## config.mk

```make
export PLATFORM = sky130hd
export DESIGN_NAME = mem_wb_stage
export DESIGN_NICKNAME = d
export VERILOG_FILES = /design/src/rtl/mem_wb_stage.sv
export SDC_FILE = /design/constraint.sdc
export NUM_CORES = 1
export LEC_CHECK = 0
export CAP_MARGIN = 20
export CORE_MARGIN = 10
export CORE_UTILIZATION = 35
export CTS_BUF_LIST = sky130_fd_sc_hd__clkbuf_4 sky130_fd_sc_hd__clkbuf_8 sky130_fd_sc_hd__clkbuf_16
export DETAILED_ROUTE_END_ITERATION = 6
export GPL_TIMING_DRIVEN = 0
export SLEW_MARGIN = 15
export SYNTH_ARGS = -nofsm -noshare
export SYNTH_HDL_FRONTEND = slang
export SYNTH_SLANG_ARGS = --single-unit
```

## constraint.sdc

```tcl
create_clock -name clk -period 7.2 [get_ports clk]
set_input_delay 1.8 -clock clk [delete_from_list [all_inputs] [get_ports clk]]
set_output_delay 1.8 -clock clk [all_outputs]
set_load 0.005 [all_outputs]
```

## src/rtl/mem_wb_stage.sv

```systemverilog
// MEM/WB pipeline register and write-back stage. It also holds a one-entry bypass of the
// last retired write and a saturating count of retired instructions.
module mem_wb_stage #(
    parameter int DATA_W = 32,
    parameter int REG_W  = 5,
    parameter int CNT_W  = 32
) (
    input  logic              clk,
    input  logic              rst,
    input  logic              stall,
    input  logic              flush,
    input  logic              cntClear,
    input  logic              validIn,
    input  logic              regWriteIn,
    input  logic              memToRegIn,
    input  logic [REG_W-1:0]  destIn,
    input  logic [DATA_W-1:0] memOutIn,
    input  logic [DATA_W-1:0] addressOrResIn,
    output logic              regWrite,
    output logic [REG_W-1:0]  writeReg,
    output logic [DATA_W-1:0] writeData,
    output logic              wbValid,
    output logic              prevWrite,
    output logic [REG_W-1:0]  prevReg,
    output logic [DATA_W-1:0] prevData,
    output logic [CNT_W-1:0]  retireCount
);

    typedef struct packed {
        logic              valid;
        logic              reg_write;
        logic              mem_to_reg;
        logic [REG_W-1:0]  dest;
        logic [DATA_W-1:0] mem_out;
        logic [DATA_W-1:0] res;
    } wb_regs_t;

    wb_regs_t wb_q;
    logic     retire;

    // A flush ejects the instruction even when the stage is stalled, so it still retires.
    assign retire = wb_q.valid & (~stall | flush);

    assign writeData = wb_q.mem_to_reg ? wb_q.mem_out : wb_q.res;
    assign writeReg  = wb_q.dest;
    assign regWrite  = wb_q.reg_write & wb_q.valid;
    assign wbValid   = wb_q.valid;

    always_ff @(posedge clk or posedge rst) begin
        if (rst) begin
            wb_q <= '0;
        end else if (flush) begin
            wb_q.valid     <= 1'b0;
            wb_q.reg_write <= 1'b0;
        end else if (!stall) begin
            wb_q.valid      <= validIn;
            wb_q.reg_write  <= regWriteIn & validIn & (destIn != '0);
            wb_q.mem_to_reg <= memToRegIn;
            wb_q.dest       <= destIn;
            wb_q.mem_out    <= memOutIn;
            wb_q.res        <= addressOrResIn;
        end
    end

    always_ff @(posedge clk or posedge rst) begin
        if (rst) begin
            prevWrite <= 1'b0;
            prevReg   <= '0;
            prevData  <= '0;
        end else if (retire) begin
            prevWrite <= regWrite;
            prevReg   <= writeReg;
            prevData  <= writeData;
        end else if (!stall || flush) begin
            prevWrite <= 1'b0;
        end
    end

    always_ff @(posedge clk or posedge rst) begin
        if (rst) begin
            retireCount <= '0;
        end else if (cntClear) begin
            retireCount <= '0;
        end else if (retire && (retireCount != {CNT_W{1'b1}})) begin
            retireCount <= retireCount + 1'b1;
        end
    end

endmodule

```

==> impl_results.md, run 1 <==
- Status: completed
- Core ar.: 17,960 sq um
- DP HPWL: 14,120 um
- Die area: 24,050 sq um
- Die W: 155.1 um
- Vias in the first global route: 5,376
- H-tree depth: 4
- Worst Max-Slew Pin Slew: 0.8226 ns
- Worst-Skew Late Latency: 0.41 ns
- Critical path class: flip-flop to primary output
- Clk sinks: 142
- Flop pwr share: 39.8%
- Met2 usage: 25.58%
- Final hold vios: 0
- CTS max path bufs: 2
- Final setup vio count: 0
- Diodes inserted: 0
- PortBufs: 185
- Global Route met1 Usage: 18.27%
- Clock period minus worst slack: 4.236 ns
- EDFF count, synth: 0
- Cts repair resizes: 0
- Clock-pin slew on the worst setup and hold paths: 0.06 ns
- Comb power frac: 23.2%
- Post-DP Area: 8558 sq um
- Post-CTS Setup Inserts: 0
- Ys async rst share: 100.0%
- Power Total: 2.538 mW
- Area added between synthesis and finish: 43.90%
- Via/cell ratio: 5.126
- #FFs+latches synth: 142
- Fmax: 236.0 MHz
- Worst Slack Setup Final: 2.964 ns
- Row count: 49
- Internal power contribution: 1.916 mW
- WHS: 0.4881 ns
- Root Driver: clkbuf_16
- Gr busiest metal: met2
- Total GRT Usage: 15.91%
- CTS tree: done
- RSZ-0062 raised after global routing: no
- Total gr overflow: 0
- Hold Path Class: flip-flop to flip-flop
- Crit end category: primary output
- Synth area leaders: dfrtp_1, mux2_2, a21oi_1
- Initial drt markers: 225
- Most common cell in the netlist: mux2_2
- Final std cells w/o fill: 955
- Avg Inst Size Synth: 12.57 sq um
- Final wirelength: 19,000 um
- Register area share after synthesis: 55.65%
- Initial Util: 35.54%
- Boundary pin count: 186
- Final slew viol count: 0
- Tcrit/Tclk final: 58.84%
- Distinct cells, synth: 35
- Drt pass-1 iters: 4
- Pleak: 3.641 nW
- Setup_tns: 0 ns
- DIE HEIGHT: 155.1 um
- Routability cong.: 0.9582
- Sw Ratio: 24.51%
- Nets@finish: 791
- Worst slack, placed: 2.741 ns
- Worst endpoint data arrival time: 2.44 ns
- Max_cap viols: 0
- Wirelength per Cell: 19.89 um
- # hold bufs at CTS: 0
- Cells after synthesis: 508
- Ys Warns: 0
- Critical-path maximum fanout: 10
- Global-route wire length before repair: 30,410 um
- Crit path required time: 5.40 ns
- Residual DRC: 0
- Num CTS Buffers: 17
- DRT antenna net count: 0
- Worst-case vdd ir drop: 0.0001611 V
- Syn_nets: 586
- Switch Pwr: 622.2 uW
- Max transition margin: 44.74%
- Worst setup SP type: flip-flop
- Final core occ: 51.15%
- Via count: 4,895
- Clock Skew: 0.008686 ns
- Mapped cell area: 6385 sq um
- Post-synth top cells: mux2_2, dfrtp_1, nand2_1
- Placed cell count: 923
- Largest net degree at the start of global routing: 84
- Share of layout cells above drive strength 1: 26.03%
- Main synth FF type: dfrtp_1
- Dominant cell type by area after synthesis: dfrtp_1
- GRT met3 Usage: 8.354%
- Area share of the largest cell type after synthesis: 55.65%
- Initial antenna violation count: 0
- Clk pwr share: 37.1%
- PD cells: 276.3 nW/um^2
- Final instance area: 9188 sq um
==> per-layer routing <==
layer  wire length (um)  vias up  part of all wire [%]
met5                  0        -                     0
met4                155        0                  0.82
met3               2027       15                    11
met2               9171      160                    48
met1               7641     2467                    40
li1                   -     2253                     -
==> power by group through the flow <==
stage	logic, mW	clock network, mW	registers (mW)
floorplan	0.230	0	1.01
global placement	0.592	0	1.01
detailed placement	0.599	0	1.02
CTS	0.604	0.956	1.01
global route	0.639	1.00	1.03
finish	0.588	0.941	1.01
==> worst paths after layout <==
check	endpoint	slack [ns]	cells after the start	from
max	writeData[19]	2.96	4	wb_q[69]
min	prevReg[1]	0.49	2	prevReg[1]
max reg2reg	retireCount[15]	4.65	8	retireCount[1]
min reg2reg	prevReg[1]	0.49	2	prevReg[1]
max in group asynchronous	wb_q[19]	4.66	3	rst
min in group asynchronous	prevWrite	1.85	2	rst
==> worst max-delay path, stage by stage, from the launching register on <==
cell	delay, ns
dfrtp_1	0.32
clkbuf_1	0.24
clkbuf_1	0.56
mux2_2	0.45
clkdlybuf4s50_1	0.47
==> cells in the final DEF, fill, tap and decap left out, types with 2 or more instances in the layout <==
| cell type | instances |
|---|---|
| clkbuf_16 | 17 |
| nor3_1 | 8 |
| and4_1 | 4 |
| dfrtp_1 | 142 |
| a21oi_1 | 26 |
| mux2i_1 | 2 |
| clkbuf_1 | 22 |
| clkbuf_4 | 2 |
| mux2_2 | 143 |
| or3_2 | 2 |
| inv_6 | 2 |
| nand2_1 | 29 |
| buf_4 | 5 |
| clkinv_2 | 2 |
| nor2_1 | 22 |
| o21ai_0 | 8 |
| nand3_1 | 16 |
| or4_1 | 16 |
| nor2b_1 | 8 |
| and2_1 | 3 |
| bufinv_16 | 4 |
| nand4_1 | 5 |
| nand2b_1 | 3 |
| inv_1 | 4 |
| or3_1 | 7 |
| and3_1 | 2 |
| clkdlybuf4s50_1 | 185 |
| nor4_1 | 4 |
| clkinvlp_4 | 2 |
| clkinv_4 | 3 |
| o31ai_1 | 14 |
==> kinds of logic (layout without fill, tap and decap cells) <==
family	after synthesis	count (layout)	share of synthesized area, %
adders and majority gates	1	1	0.1959
DFF	142	142	55.65
buffers and inverters	34	252	2.312
muxes	145	145	25.53
AOI/OAI and AO/OA	52	52	4.899
and+or+nand+nor	133	133	11.27
xor gates and xnor gates	1	1	0.1372
==> registers in the layout, indices dropped and copies added (netlist names) <==
signal / count
writeReg: 5
wb_q: 66
prevWrite: 1
wbValid: 1
prevReg: 5
retireCount: 32
prevData: 32
==> cell type report <==
| class | instances | area (sq um) |
|---|---|---|
| Tap cell | 229 | 286.5 |
| Timing Repair Buffer | 186 | 1879 |
| Inverter | 5 | 26.28 |
| Clock inverter | 13 | 188.9 |
| Clock buffer | 19 | 440.4 |
| Fill cell | 1573 | 8776 |
| Sequential cell | 142 | 3553 |
| Buffer | 29 | 128.9 |
| Multi-Input combinational cell | 332 | 2684 |
(Power assumes the default switching activity.)
==> run 2: changes to the inputs <==
==> constraint.sdc (replaced) <==
create_clock -name clk -period 3.5 [get_ports clk]
set_input_delay 0.875 -clock clk [delete_from_list [all_inputs] [get_ports clk]]
set_output_delay 0.875 -clock clk [all_outputs]
set_load 0.005 [all_outputs]
==> impl_results.md, run 2 (synthesis gave the netlist of run 1 again) <==
- Storage element area: 3553 sq um
- DIE HEIGHT: 155.1 um
- Drt pass-1 iters: 4
- Clock period minus worst slack: 3.317 ns
- Boundary pin count: 186
- Max transition margin: 45.55%
- Final slew viol count: 0
- CTS max path bufs: 2
- Area added between synthesis and finish: 44.70%
- Share of layout cells above drive strength 1: 26.13%
- Die W: 155.1 um
- Most frequent cells in the layout: clkdlybuf4s50_1, mux2_2, dfrtp_1
- Max reg flops: 66
- Post-DP Area: 8607 sq um
- Via/cell ratio: 5.177
- Row count: 49
- CTS tree: done
- Die area: 24,050 sq um
- PD cells: 564.8 nW/um^2
- Biggest regs: wb_q: 66 flops, prevData: 32 flops, retireCount: 32 flops
- Wirelength per Cell: 19.52 um
- DRT antenna net count: 0
- Initial Util: 35.54%
- Initial antenna violation count: 1
- Global-route wire length before repair: 30,170 um
- Total GRT Usage: 15.74%
- Final wirelength: 18,680 um
- Worst path slowest cell: clkbuf_1
- Worst endpoint data arrival time: 2.44 ns
- Buf/Inv on CP: 3
- Worst setup SP type: flip-flop
- Core ar.: 17,960 sq um
- Worst-Skew Late Latency: 0.42 ns
- Critical path cell sequence: clkbuf_1, clkbuf_1, mux2_2, clkdlybuf4s50_1
- Initial drt markers: 210
- Setup_tns: 0 ns
- Final std cells w/o fill: 957
- CP top delay family: buffers and inverters
- Multi-input gate area: 2684 sq um
- Clock-pin slew on the worst setup and hold paths: 0.06 ns
- Pleak: 3.659 nW
- Clk sinks: 142
- Worst-case vdd ir drop: 0.0003421 V
- PortBufs: 185
- Critical path class: flip-flop to primary output
- Num CTS Buffers: 17
- Tcrit/Tclk final: 94.78%
- Reg2Reg Setup Slack: 0.93 ns
- Crit path required time: 2.62 ns
- Hold Path Class: flip-flop to flip-flop
- Critical-path maximum fanout: 10
- Final setup vio count: 0
- Clock Skew: 0.01106 ns
- Final hold vios: 0
- RSZ-0062 raised after global routing: no
- Final instance area: 9239 sq um
- Total gr overflow: 0
- Nets@finish: 794
- Crit end category: primary output
- Post-CTS Setup Inserts: 0
- Fmax: 301.4 MHz
- Status: completed
- Routability cong.: 0.9558
- DP HPWL: 14,340 um
- Worst Max-Slew Pin Slew: 0.8105 ns
- Vias in the first global route: 5,320
- # hold bufs at CTS: 0
- Root Driver: clkbuf_16
- Via count: 4,954
- Worst Slack Setup Final: 0.1827 ns
- CP most frequent cell: clkbuf_1
- Largest stage delay on the critical path: 0.53 ns
- Worst slack, placed: -0.04972 ns
- H-tree depth: 4
- Commonest non-fill, non-tap cell in the layout: clkdlybuf4s50_1
- Largest Register: wb_q
- Placed cell count: 926
- Cts repair resizes: 0
- Residual DRC: 0
- Max_cap viols: 0
- Largest net degree at the start of global routing: 37
- Filler instances: 1,589
run 2: path summary, 6_finish.rpt:
check	startpoint	endpoint	cells past startpoint
min	prevReg[1]	prevReg[1]	2
min in group asynchronous	rst	retireCount[8]	2
min reg2reg	prevReg[1]	prevReg[1]	2
max	wb_q[69]	writeData[28]	4
max in group asynchronous	rst	wb_q[59]	4
max reg2reg	retireCount[0]	retireCount[7]	8
run 2: final cells by class:
| cell class | count | area share (%) |
|---|---|---|
| clock buffers | 20 | 5.051 |
| flip-flops and latches | 142 | 38.46 |
| repair buffers | 189 | 20.91 |
| plain buffers | 29 | 1.395 |
| multi-input cells | 332 | 29.05 |
| inverters | 5 | 0.2438 |
| clock inverters | 10 | 1.761 |
| diodes | 1 | 0.02709 |
| well taps | 229 | 3.101 |
run 2: layer usage:
layer | track usage, % | vias to the layer above | wire, um
met5 | 0 | - | 0
met4 | 5.713 | 0 | 387
met3 | 8.602 | 26 | 2345
met2 | 24.41 | 204 | 8740
met1 | 17.93 | 2456 | 7207
li1 | - | 2268 | -
run 2: tightest hold or removal path, stage by stage (launching register included):
cell     delay (ns)
dfrtp_1        0.34
nand2_1        0.05
nand2_1        0.05
run 2: power by group:
group          leakage, nW  switching (mW)  internal [mW]
Combinational         1.60           0.409          0.809
Clock                0.304           0.686           1.24
Sequential            1.75           0.148           1.92
Total                 3.66            1.24           3.97
run 2: through the flow:
stage	hold WS (ns)	util, %	power (mW)
2_1_floorplan	0.4581	-	2.557
3_3_place_gp	0.4677	47.47	3.302
3_5_place_dp	0.4706	47.91	3.339
4_1_cts	0.4859	51.42	5.298
5_1_grt	0.5048	51.42	5.487
6_report	0.4760	51.43	5.218
==> run 3: changes to the inputs <==
--- a/config.mk
+++ b/config.mk
@@ -11,6 +11,7 @@
 export CTS_BUF_LIST = sky130_fd_sc_hd__clkbuf_4 sky130_fd_sc_hd__clkbuf_8 sky130_fd_sc_hd__clkbuf_16
 export DETAILED_ROUTE_END_ITERATION = 6
 export GPL_TIMING_DRIVEN = 0
+export MAX_ROUTING_LAYER = met4
 export SLEW_MARGIN = 15
 export SYNTH_ARGS = -nofsm -noshare
 export SYNTH_HDL_FRONTEND = slang
==> impl_results.md, run 3 (synthesis gave the netlist of run 1 again) <==
- Num CTS Buffers: 17
- Final hold vios: 0
- Boundary pin count: 186
- Root Driver: clkbuf_16
- Worst-Skew Late Latency: 0.42 ns
- Filler instances: 1,545
- Total GRT Usage: 16.29%
- Initial Util: 35.54%
- Worst setup SP type: flip-flop
- Largest Register: wb_q
- Tcrit/Tclk final: 95.82%
- Hold Path Origin: prevReg[2]
- Cts repair resizes: 0
- CP top delay family: buffers and inverters
- Max_cap viols: 0
- Clk sinks: 142
- DIE HEIGHT: 155.1 um
- Multi-input gate area: 2684 sq um
- Via count: 4,902
- Die W: 155.1 um
- CTS tree: done
- Post-DP Area: 8615 sq um
- Worst R2R Start: retireCount[14]
- Post-CTS Setup Inserts: 0
- Total gr overflow: 0
- Biggest regs: wb_q: 66 flops, prevData: 32 flops, retireCount: 32 flops
- Worst endpoint data arrival time: 2.48 ns
- Critical path class: flip-flop to primary output
- Global-route wire length before repair: 30,200 um
- Final slew viol count: 0
- Initial drt markers: 195
- Drt pass-1 iters: 5
- Worst Max-Slew Pin Slew: 0.7711 ns
- Routability cong.: 0.9391
- # hold bufs at CTS: 0
- Wirelength per Cell: 19.83 um
- Largest stage delay on the critical path: 0.57 ns
- Storage element area: 3553 sq um
- Worst path slowest cell: buf_1
- Share of layout cells above drive strength 1: 26.34%
- Placed cell count: 926
- Crit end category: primary output
- Crit path launch: wb_q[69]
- PortBufs: 185
- Die area: 24,050 sq um
- H-tree depth: 4
- Fmax: 298.2 MHz
- Nets@finish: 794
- Vias in the first global route: 5,421
- DRT antenna net count: 0
- Row count: 49
- Max transition margin: 48.20%
- Crit path required time: 2.62 ns
- Critical path cell sequence: clkbuf_1, buf_1, mux2_2, clkdlybuf4s50_1
- Commonest non-fill, non-tap cell in the layout: clkdlybuf4s50_1
- Final instance area: 9295 sq um
- PD cells: 577.5 nW/um^2
- Most frequent cells in the layout: clkdlybuf4s50_1, mux2_2, dfrtp_1
- Final std cells w/o fill: 960
- Worst-case vdd ir drop: 0.0003371 V
- Area added between synthesis and finish: 45.58%
- Pleak: 3.685 nW
- Critical-path maximum fanout: 10
- Final setup vio count: 0
- Via/cell ratio: 5.106
- Clock-pin slew on the worst setup and hold paths: 0.06 ns
- Residual DRC: 0
- Core ar.: 17,960 sq um
- Max reg flops: 66
- DP HPWL: 14,460 um
- Clock Skew: 0.01184 ns
- Status: completed
- Clock period minus worst slack: 3.354 ns
- Largest net degree at the start of global routing: 37
- Buf/Inv on CP: 3
- Initial antenna violation count: 2
- Final wirelength: 19,030 um
- CTS max path bufs: 2
- Hold Path Class: flip-flop to flip-flop
run 3: cell types whose count changed in the layout (fill, tap and decap cells not counted), sizes merged:
cell / change
inv: +2
buf: +1
clkbuf: -3
bufinv: +2
diode: +1
run 3: power breakdown:
part           total (mW)  switching, mW  internal (mW)
Sequential           2.07          0.149           1.92
Clock                2.07          0.713           1.36
Combinational        1.22          0.414          0.810
Total                5.37           1.28           4.09
run 3: routing by layer:
metal | global-route usage (%) | share of wire, % | vias to the layer above
li1 | - | - | 2268
met1 | 17.92 | 40 | 2432
met2 | 25.58 | 47 | 183
met3 | 8.299 | 11 | 19
met4 | 4.408 | 1.3 | 0
met5 | - | 0 | -
run 3: cell type report:
cell class                 instances  area share (%)
antenna                            2         0.05384
buffer                            29           1.386
tap                              229           3.083
sequential                       142           38.23
multi-input combinational        332           28.87
inverter                           5          0.2423
clock buffer                      18           4.725
clock inverter                    14           2.544
timing repair buffer             189           20.86
run 3: per-stage QoR:
step	power [mW]	setup slack (ns)	setup TNS (ns)	util [%]	hold WS [ns]
2_1_floorplan	2.557	0.8479	0	-	0.4581
3_3_place_gp	3.303	-0.4631	-64.77	47.47	0.4680
3_5_place_dp	3.345	-0.04657	-0.6304	47.96	0.4712
4_1_cts	5.450	0.08150	0	51.72	0.4861
5_1_grt	5.626	-0.008395	-0.02439	51.74	0.5118
6_report	5.368	0.1464	0	51.74	0.4800
run 3: path summary, 6_finish.rpt:
kind | to | slack, ns | cells after the start
worst min-delay path | prevReg[2] | 0.48 | 2
worst max register to register | retireCount[30] | 0.88 | 5
max in group asynchronous | wb_q[16] | 1.69 | 4
min in group asynchronous | retireCount[9] | 0.93 | 2
worst max-delay path | writeData[27] | 0.15 | 4
worst min register to register | prevReg[2] | 0.48 | 2
run 3: tightest hold or removal path, cell delays in order, from the launching register on:
cell and delay [ns]:
dfrtp_1 0.34, nand2_1 0.05, nand2_1 0.05
